$ cat config.mk
export PLATFORM = sky130hd
export DESIGN_NAME = heat_grid_scan_ctrl
export DESIGN_NICKNAME = d
export VERILOG_FILES = /design/src/rtl/heat_grid_scan_ctrl.sv
export SDC_FILE = /design/constraint.sdc
export NUM_CORES = 1
export LEC_CHECK = 0
export ABC_CLOCK_PERIOD_IN_PS = 2400
export CAP_MARGIN = 20
export CORE_UTILIZATION = 51
export DETAILED_ROUTE_END_ITERATION = 10
export PLACE_DENSITY = 0.8
export SETUP_SLACK_MARGIN = 0.4
export SLEW_MARGIN = 20
export SYNTH_ARGS = -nofsm -noshare
export SYNTH_HDL_FRONTEND = slang
export SYNTH_SLANG_ARGS = --single-unit
$ cat constraint.sdc
create_clock -name clk -period 2.4 [get_ports clk]
set_input_delay 0.48 -clock clk [delete_from_list [all_inputs] [get_ports clk]]
set_output_delay 0.48 -clock clk [all_outputs]
set_load 0.05 [all_outputs]
$ cat src/rtl/heat_grid_scan_ctrl.sv
`timescale 1ns/1ps
// Heat-map display refresh sequencer: walks the grid row-major, reads each cell
// from grid RAM and issues one VGA pixel write per cell over valid/ready.
module heat_grid_scan_ctrl #(
  parameter int COLS     = 41,
  parameter int ROWS     = 41,
  parameter int ADDR_W   = 11,
  parameter int DATA_W   = 8,
  parameter int COORD_W  = 10,
  parameter int X_OFFSET = 1,
  parameter int Y_OFFSET = 1,
  parameter int RD_LAT   = 2
) (
  input  logic               clk,
  input  logic               reset_n,
  input  logic               start,
  output logic               busy,
  output logic               done,
  output logic               rd_en,
  output logic [ADDR_W-1:0]  rd_addr,
  input  logic [DATA_W-1:0]  rd_data,
  output logic               pix_valid,
  input  logic               pix_ready,
  output logic [COORD_W-1:0] pix_x,
  output logic [COORD_W-1:0] pix_y,
  output logic [DATA_W-1:0]  pix_data,
  output logic [15:0]        frame_cnt
);

  localparam int I_W   = (COLS > 1) ? $clog2(COLS) : 1;
  localparam int J_W   = (ROWS > 1) ? $clog2(ROWS) : 1;
  localparam int LAT_W = $clog2(RD_LAT + 1);

  typedef enum logic [2:0] {
    ST_IDLE  = 3'd0,
    ST_READ  = 3'd1,
    ST_WAIT  = 3'd2,
    ST_WRITE = 3'd3,
    ST_DONE  = 3'd4
  } state_t;

  state_t           state_r;
  state_t           state_s;
  logic [I_W-1:0]   i_r;
  logic [J_W-1:0]   j_r;
  logic [LAT_W-1:0] lat_r;
  logic             lat_done_s;
  logic             last_cell_s;
  logic             hs_s;

  // Decode of read-latency expiry, final cell and pixel handshake
  always_comb begin
    lat_done_s  = (lat_r == LAT_W'(RD_LAT - 1));
    last_cell_s = (i_r == I_W'(COLS - 1)) && (j_r == J_W'(ROWS - 1));
    hs_s        = pix_valid && pix_ready;
  end

  // Next-state logic
  always_comb begin
    state_s = state_r;
    case (state_r)
      ST_IDLE: begin
        if (start) state_s = ST_READ;
        else       state_s = ST_IDLE;
      end
      ST_READ: state_s = ST_WAIT;
      ST_WAIT: begin
        if (lat_done_s) state_s = ST_WRITE;
        else            state_s = ST_WAIT;
      end
      ST_WRITE: begin
        if (hs_s) begin
          if (last_cell_s) state_s = ST_DONE;
          else             state_s = ST_READ;
        end else begin
          state_s = ST_WRITE;
        end
      end
      ST_DONE: state_s = ST_IDLE;
      default: state_s = ST_IDLE;
    endcase
  end

  // State register
  always_ff @(posedge clk or negedge reset_n) begin
    if (!reset_n) state_r <= ST_IDLE;
    else          state_r <= state_s;
  end

  // Outputs are registered from the next state so they align with the state they belong to
  always_ff @(posedge clk or negedge reset_n) begin
    if (!reset_n) begin
      busy      <= 1'b0;
      done      <= 1'b0;
      rd_en     <= 1'b0;
      pix_valid <= 1'b0;
      rd_addr   <= '0;
      pix_x     <= '0;
      pix_y     <= '0;
      pix_data  <= '0;
      frame_cnt <= 16'd0;
      i_r       <= '0;
      j_r       <= '0;
      lat_r     <= '0;
    end else begin
      busy      <= (state_s != ST_IDLE);
      rd_en     <= (state_s == ST_READ);
      pix_valid <= (state_s == ST_WRITE);
      done      <= (state_s == ST_DONE);
      case (state_r)
        ST_IDLE: begin
          if (start) begin
            i_r     <= '0;
            j_r     <= '0;
            rd_addr <= '0;
          end
        end
        ST_READ: lat_r <= '0;
        ST_WAIT: begin
          lat_r <= lat_r + LAT_W'(1);
          if (lat_done_s) begin
            pix_data <= rd_data;
            pix_x    <= COORD_W'(32'(i_r) + 32'(X_OFFSET));
            pix_y    <= COORD_W'(32'(j_r) + 32'(Y_OFFSET));
          end
        end
        ST_WRITE: begin
          if (hs_s && last_cell_s) begin
            frame_cnt <= frame_cnt + 16'd1;
          end else if (hs_s) begin
            // Row-major address just increments, no j*COLS product needed
            rd_addr <= rd_addr + ADDR_W'(1);
            if (i_r == I_W'(COLS - 1)) begin
              i_r <= '0;
              j_r <= j_r + J_W'(1);
            end else begin
              i_r <= i_r + I_W'(1);
            end
          end
        end
        ST_DONE: ;
        default: ;
      endcase
    end
  end

endmodule

Word-level counts from Yosys, hierarchy flattened
Cells that the tools add are included.

Bits in registers: 76. Bits of input ports: 12. Output and inout port bits: 59. Logic and storage cells: 63.

Add/sub/neg operators: 7. Equality and inequality tests: 13. Multiplexer cells: 19. Reduce and logical (&&, ||, !) cells: 11.

Operator list (number): 6-bit two-way mux (7); 11-bit two-way mux (3); 6-bit case mux with 2 select lines (2); 11-bit case mux with 2 select lines (1); 16-bit by 1-bit adder with 16-bit output (second input constant) (1); 6-bit by 1-bit adder with 7-bit output (second input constant) (2); 6-bit by 1-bit adder with 6-bit output (second input constant) (2); 6-bit == test (second input constant) (2); 3-bit case mux with 4 select lines (1); 11-bit by 1-bit adder with 11-bit output (second input constant) (1); 3-bit by 2-bit == test with 1-bit output (second input constant) (3); 2-bit inequality test (second input constant) (4); 3-bit by 1-bit == test with 1-bit output (second input constant) (2); 3-bit two-way mux (2); 5-bit AND reduction (1); 2-bit case mux with 2 select lines (1); 2-bit AND reduction (2); 4-bit AND reduction (1); 2-bit nonzero test (2); 3-bit == test (second input constant) (1); 1-bit logical AND (3); 3-bit logical NOT (1); 3-bit nonzero test (1); 2-bit by 1-bit adder with 2-bit output (second input constant) (1); 2 further kinds (3).

Logic depth before layout (Yosys ltp)
Gate-level depths: netlist of run 1.

Word-level depth: 6. Depth in mapped cells: 8. Depth with buffers taken out: 7.

Worst setup path after synthesis of run 1
Ideal clock, no wire load.

Kind: register to register. Start point: register rd_addr[0]. End point: register rd_addr[8]. Setup time: 145 ps. Data arrival time: 1733 ps. Required time: 2255 ps. Setup slack: 522 ps. Stages on the path, launching flop included: 8. Cells stage by stage: dfrtp_1 > ha_1 > and3_1 > and3_1 > buf_1 > a31oi_1 > o21ai_1 > o31ai_1.

Word-level cells in the longest chain between the ends: 4.

Ends and longest elaborated chain: start: declaration (line 20) `output logic [ADDR_W-1:0] rd_addr,`; start signal: assignment (line 132) `rd_addr <= rd_addr + ADDR_W'(1);`; 11-bit by 1-bit adder with 11-bit output (line 132); 11-bit two-way mux (line 130) `end else if (hs_s) begin`; 11-bit two-way mux (line 128) `if (hs_s && last_cell_s) begin`; 11-bit case mux with 2 select lines (line 110) `case (state_r)`.

No other way between the ends. The select of a mux whose other input is x is not followed. A chain may end at the register's enable or synchronous reset.

Worst setup path after layout of run 1
Start point: register rd_en. End point: output rd_en.

RTL lines: start: declaration (line 19) `output logic rd_en,`; start signal: assignment (line 107) `rd_en <= (state_s == ST_READ);`.

No word-level cell between the ends.

==> results of run 1 <==
==> flip-flops by register name (all words and copies together) (netlist names), 2 cells and up <==
signal,count
pix_data,8
pix_x,7
state_r,3
lat_r,2
pix_y,7
i_r,6
frame_cnt,16
j_r,6
rd_addr,11
==> metal layers <==
| layer | up-vias | track usage (%) | share of wire, % |
|---|---|---|---|
| met5 | - | 0 | 0 |
| met4 | 0 | 10.3 | 2.1 |
| met3 | 15 | 5.37 | 5.2 |
| met2 | 79 | 36.6 | 49 |
| met1 | 1374 | 28.3 | 44 |
| li1 | 1338 | - | - |
==> what timing repair did <==
item	in CTS	in global routing
endpoints found under the setup margin	41	42
hold endpoints to repair	0	0
resized for setup	39	31
buffers inserted	0	8
hold buffers	0	0
pin swaps	0	7
==> per-stage QoR <==
| step | hold slack, ps | power [W] | setup WS, ps |
|---|---|---|---|
| global placement | 457 | 0.00394 | 196 |
| finish | 142 | 0.00507 | 441 |
| global route | 190 | 0.00537 | 372 |
| detailed placement | 467 | 0.00400 | 135 |
| CTS | 168 | 0.00497 | 387 |
| floorplan | 184 | 0.00329 | 522 |
==> placed cells by master (no fill, tap or decap), drive strengths merged, types with 6 or more instances in the layout <==
cell           count
nor2              21
inv               11
xnor2             12
dfrtp             70
conb               6
and3               7
nand2             59
xor2               9
nand3             21
o31ai              7
clkbuf            11
o21ai             37
nand4              8
buf               20
clkdlybuf4s50     12
a31oi              9
ha                 7
dlymetal6s2s      12
dlygate4sd2       39
==> area by class of cell <==
cell class                 count  area, um^2
fill                         491        1920
sequential                    70        1760
multi-input combinational    247        1540
timing repair buffer          83         772
clock buffer                  11         151
tap                           77        96.3
clock inverter                 4        70.1
inverter                      11        41.3
==> how the worst min path moves through the flow <==
| stage | start | slack [ps] | to | cells after the start |
|---|---|---|---|---|
| floorplan | reset_n | 180 | busy$_DFF_PN0_ | 0 |
| global placement | pix_data[3]$_DFFE_PN0P_ | 460 | pix_data[3]$_DFFE_PN0P_ | 2 |
| detailed placement | pix_data[5]$_DFFE_PN0P_ | 470 | pix_data[5]$_DFFE_PN0P_ | 2 |
| CTS | reset_n | 170 | frame_cnt[7]$_DFFE_PN0P_ | 2 |
| global route | reset_n | 190 | frame_cnt[4]$_DFFE_PN0P_ | 2 |
| finish | reset_n | 140 | frame_cnt[9]$_DFFE_PN0P_ | 2 |
==> power by group <==
group | switching [W] | internal, W | leakage (nW)
logic | 0.00149 | 0.000739 | 1.22
clock network | 0.000427 | 0.000632 | 0.115
registers | 0.000297 | 0.00148 | 0.898
total | 0.00222 | 0.00285 | 2.24
==> cell families after synthesis <==
logic type,Yosys count,share of synthesized area (%)
simple gates,149,23.6
flops,70,52.0
compound gates,62,11.2
buf+inv,28,4.35
xor+xnor,21,5.46
fa+ha+maj,7,2.60
mux,2,0.631
other cells,1,0.111
==> flow_summary.toml, run 1 <==
[final_layout]
final_util_pct = 69.7
design_area_um2 = 4430
nets = 441
instances_no_fill = 503
antenna_cells = 0
layout-drive-gt1-share_pct = 14.6
area_growth_pct = 31.5

[worst_setup_path]
path_buf_inv = 1
crit_path_start = "rd_en$_DFF_PN0_"
crit_family = "buffers and inverters"
crit_path_end_kind = "output port"
r2r-start = "i_r[0]$_DFFE_PN0P_"
crit_type = "flip-flop to output port"
cp-start-kind = "flip-flop"
path_depth = 1
cp_slowest_stage_delay_ps = 800
cp.arrival_ps = 1480
reg2reg_setup_slack_ps = 480
r2r_end = "j_r[3]$_DFFE_PN0P_"
worstPathCellList = "clkdlybuf4s50_1"
required_ps = 1920
cp_slowest_cell = "clkdlybuf4s50_1"
cp_max_fo = 1
worst-r2r-cell-count = 8
worstSetupEndpoint = "rd_en"

[detailed_routing]
firstDrtPassIters = 4
drt-initial-drc-count = 182
drcViolationCount = 0
post_drt_wl_per_cell_um = 14.8
via_per_inst = 5.58
routed_wl_um = 7450
ant_nets = 0
vias = 2806

[synthesis]
ys_warn_count = 0
synthesis.area_um2 = 3370
ys_types = 50
yosysMostFrequentCell = "dfrtp_1"
syn_avg_cell_area_um2 = 9.91
synth_edf_count = 0
yosysTopAreaCellShare_pct = 52.0
synth_commonest_cells = "dfrtp_1, nand2_1, o21ai_1"
yosysTopAreaCell = "dfrtp_1"
netlist_top_cells_area = "dfrtp_1, nand2_1, o21ai_1, nand3_1, xnor2_1"
synth_ff_type = "dfrtp_1"
ys_ff_latch = 70
async_flop_share_pct = 100
synth_seq_area_share_pct = 52.0
syn-instance-count = 340

[global_routing]
antenna_found_initial = 0
grt_pass1_vias = 2716
grt_max_degree = 71
grtUsageTotal_pct = 22.5
overflow = 0
grt_first_pass_wirelength_um = 12500

[floorplanning]
initial_core_util_pct = 53.0
die_h_um = 83.3
fp.dieW_um = 83.3
io_pins = 71
die_area_um2 = 6930
num_rows = 29
core_um2 = 6350

[flow_run]
drv_cap = 0

[status]
outcome = "complete, no violations"

[sta]
setup_tns_ps = 0
worst_slew_margin_rel_pct = 54.6
finalCritPeriodShare_pct = 81.6
finalCriticalPeriod_ps = 1960
worstMarginPinSlew_ps = 680
hold_viol = 0
setup_viol = 0
rsz0062_at_grt = "no"
clock_skew_ps = 5.29
slew_violations = 0
max_freq_mhz = 510

[clocking]
cts.htree.levels = 3
cts_buffers = 9
worstSkewPairLatency_ps = 340
clkSinkCount = 70
clockRootBuffer = "clkbuf_8"
clkSlewWorstSetupHoldPaths_ps = 70
cts_tree = "yes"
clockBufferDepth = 2

[placed_design]
placed_cells = 480
io_buffer_count = 64
dpl-instance-area_um2 = 4110
detailed_place_hpwl_um = 5100
place_congestion = 0.778

[pwr]
p_leak_nw = 2.24
ir_drop_mv = 0.777
powerDensity_nw_per_um2 = 1150

[min_path]
hp-class = "primary input to async pin"
Note: power is estimated with default switching activity, not from simulation.
==> run 2: changes to the inputs <==
--- a/config.mk
+++ b/config.mk
@@ -5,11 +5,11 @@
 export SDC_FILE = /design/constraint.sdc
 export NUM_CORES = 1
 export LEC_CHECK = 0
-export ABC_CLOCK_PERIOD_IN_PS = 2400
+export ABC_CLOCK_PERIOD_IN_PS = 1700
 export CAP_MARGIN = 20
-export CORE_UTILIZATION = 51
+export CORE_UTILIZATION = 46
 export DETAILED_ROUTE_END_ITERATION = 10
-export PLACE_DENSITY = 0.8
+export PLACE_DENSITY = 0.76
 export SETUP_SLACK_MARGIN = 0.4
 export SLEW_MARGIN = 20
 export SYNTH_ARGS = -nofsm -noshare
==> constraint.sdc (replaced) <==
create_clock -name clk -period 1.7 [get_ports clk]
set_input_delay 0.34 -clock clk [delete_from_list [all_inputs] [get_ports clk]]
set_output_delay 0.34 -clock clk [all_outputs]
set_load 0.05 [all_outputs]
==> run 2 against run 1 <==
Effect of this change:
- the flow now finishes with violations (setup timing)
- final area increased by 27%
- clock power increased by 13%
- setup slack got worse by 750 ps
- flip-flop and latch count unchanged
- utilization increased by 11 points
- die area increased by 11%
- clock skew increased by 4.8 ps
- largest power group unchanged
- critical endpoint is now j_r[3]$_DFFE_PN0P_
- register-to-register slack got worse by 790 ps
==> flow_summary.toml, run 2 (synthesis results as in run 1) <==
[floorplanning]
num_rows = 30
initial_core_util_pct = 48.5
core_um2 = 6940
die_area_um2 = 7670
io_pins = 71
fp.dieW_um = 87.6
die_h_um = 87.6

[final_layout]
nets = 514
regMostFlops = "frame_cnt"
instances_no_fill = 596
top_regs = "frame_cnt x16, rd_addr x11, pix_data x8"
final_common_cell = "buf_4"
largest_reg_flops = 16
design_area_um2 = 5620
layout-drive-gt1-share_pct = 54.4
area_growth_pct = 66.9
final_util_pct = 81.0
antenna_cells = 0
final_cell_mix = "buf_4, buf_6, dfrtp_1"

[worst_setup_path]
cp_slowest_cell = "or4_1"
worstPathCellList = "inv_2 > ha_4 > nand4b_1 > buf_6 > nor4_4 > nor2_1 > or4_1 > nand3_1"
path_buf_inv = 2
cp.arrival_ps = 2300
cp_max_fo = 2
cp-start-kind = "flip-flop"
required_ps = 1990
crit_type = "flip-flop to flip-flop"
crit_family = "simple AND/OR/NAND/NOR gates"
crit_path_end_kind = "flip-flop"
cp_slowest_stage_delay_ps = 530

[sta]
rsz0062_at_grt = "yes"
hold_viol = 0
clock_skew_ps = 10.1
finalCriticalPeriod_ps = 2010
max_freq_mhz = 497
slew_violations = 0
finalCritPeriodShare_pct = 118
setup_viol = 40
fin_hold_ws_ps = 7.37
layout_setup_ws_ps = -312

[clocking]
cts.htree.levels = 3
clkSlewWorstSetupHoldPaths_ps = 70
hold_buffers = 0
cts_buffers = 9
clockRootBuffer = "clkbuf_8"
clkSinkCount = 70
clockBufferDepth = 2
cts_tree = "yes"
worstSkewPairLatency_ps = 360

[placed_design]
pre_cts_slack_ps = -336
detailed_place_hpwl_um = 5250
placed_cells = 527
dpl-instance-area_um2 = 4350
io_buffer_count = 64
place_congestion = 0.831

[detailed_routing]
firstDrtPassIters = 5
drt-initial-drc-count = 340
post_drt_wl_per_cell_um = 20.3
drcViolationCount = 0
routed_wl_um = 12100
vias = 3508
via_per_inst = 5.89
ant_nets = 0

[global_routing]
overflow = 0
top_usage_layer = "met2"
grt_pass1_vias = 3058
grt_first_pass_wirelength_um = 15100
grtUsageMet2_pct = 42.9
grt_max_degree = 71
use_met3_pct = 6.03
antenna_found_initial = 0
met1_usage_pct = 33.2
grtUsageTotal_pct = 26.3

[flow_run]
drv_cap = 0

[status]
outcome = "finished, violations left"
violations = "setup timing"

[pwr]
p_leak_nw = 2.52
powerDensity_nw_per_um2 = 1590
ir_drop_mv = 1.20

[min_path]
hp-class = "primary input to async pin"
run 2: cell types whose count changed in the layout (fill, tap and decap cells not counted), sizes merged:
cell	change
clkdlybuf4s50	-2
bufinv	-2
dlygate4sd2	-39
clkinvlp	+1
dlymetal6s2s	-12
clkinv	+1
buf	+122
or4b	+3
clkbuf	+2
run 2: stage by stage:
| stage | TNS (ps) | total power [W] |
|---|---|---|
| finish | -5420 | 0.00892 |
| global route | -6660 | 0.00930 |
| detailed placement | -8550 | 0.00603 |
| global placement | -6580 | 0.00595 |
| floorplan | -63.2 | 0.00479 |
| CTS | -946 | 0.00798 |
run 2: final timing paths:
check,startpoint,endpoint,slack (ps),cells past startpoint
worst min-delay path,reset_n,state_r[2]$_DFF_PN0_,7,2
worst max register to register,i_r[0]$_DFFE_PN0P_,j_r[3]$_DFFE_PN0P_,-310,8
max in group asynchronous,reset_n,rd_addr[7]$_DFFE_PN0P_,1370,2
worst max-delay path,i_r[0]$_DFFE_PN0P_,j_r[3]$_DFFE_PN0P_,-310,8
min in group clk,pix_data[5]$_DFFE_PN0P_,pix_data[5]$_DFFE_PN0P_,490,2
worst min register to register,pix_data[5]$_DFFE_PN0P_,pix_data[5]$_DFFE_PN0P_,490,2
run 2: cell type report:
| type | instances | area (um^2) |
|---|---|---|
| multi-input combinational | 250 | 1960 |
| sequential | 70 | 1770 |
| timing repair buffer | 153 | 1540 |
| fill | 363 | 1320 |
| clock buffer | 12 | 145 |
| tap | 96 | 120 |
| inverter | 11 | 56.3 |
| clock inverter | 4 | 22.5 |
run 2: power breakdown:
| group | total (W) | internal (W) | switching (W) |
|---|---|---|---|
| logic | 0.00524 | 0.00217 | 0.00307 |
| registers | 0.00249 | 0.00210 | 0.000389 |
| clock network | 0.00120 | 0.000563 | 0.000638 |
| total | 0.00892 | 0.00483 | 0.00409 |
run 2: what timing repair did:
action,in CTS,in global routing
gates cloned,5,1
pin swaps,43,34
setup buffers,31,16
resized for setup,102,77
endpoints found under the setup margin,92,93
run 2: routing by layer:
| metal | vias up | part of all wire [%] |
|---|---|---|
| met1 | 1748 | 39 |
| met3 | 63 | 6.0 |
| met4 | 0 | 5.4 |
| li1 | 1512 | - |
| met2 | 185 | 50 |
| met5 | - | 0 |
run 2: worst reg2reg max path: stages (launching register included):
cell and delay [ps]:
dfrtp_1 400, inv_2 90, ha_4 140, nand4b_1 100, buf_6 150, nor4_4 280, nor2_1 120, or4_1 530
nand3_1 120
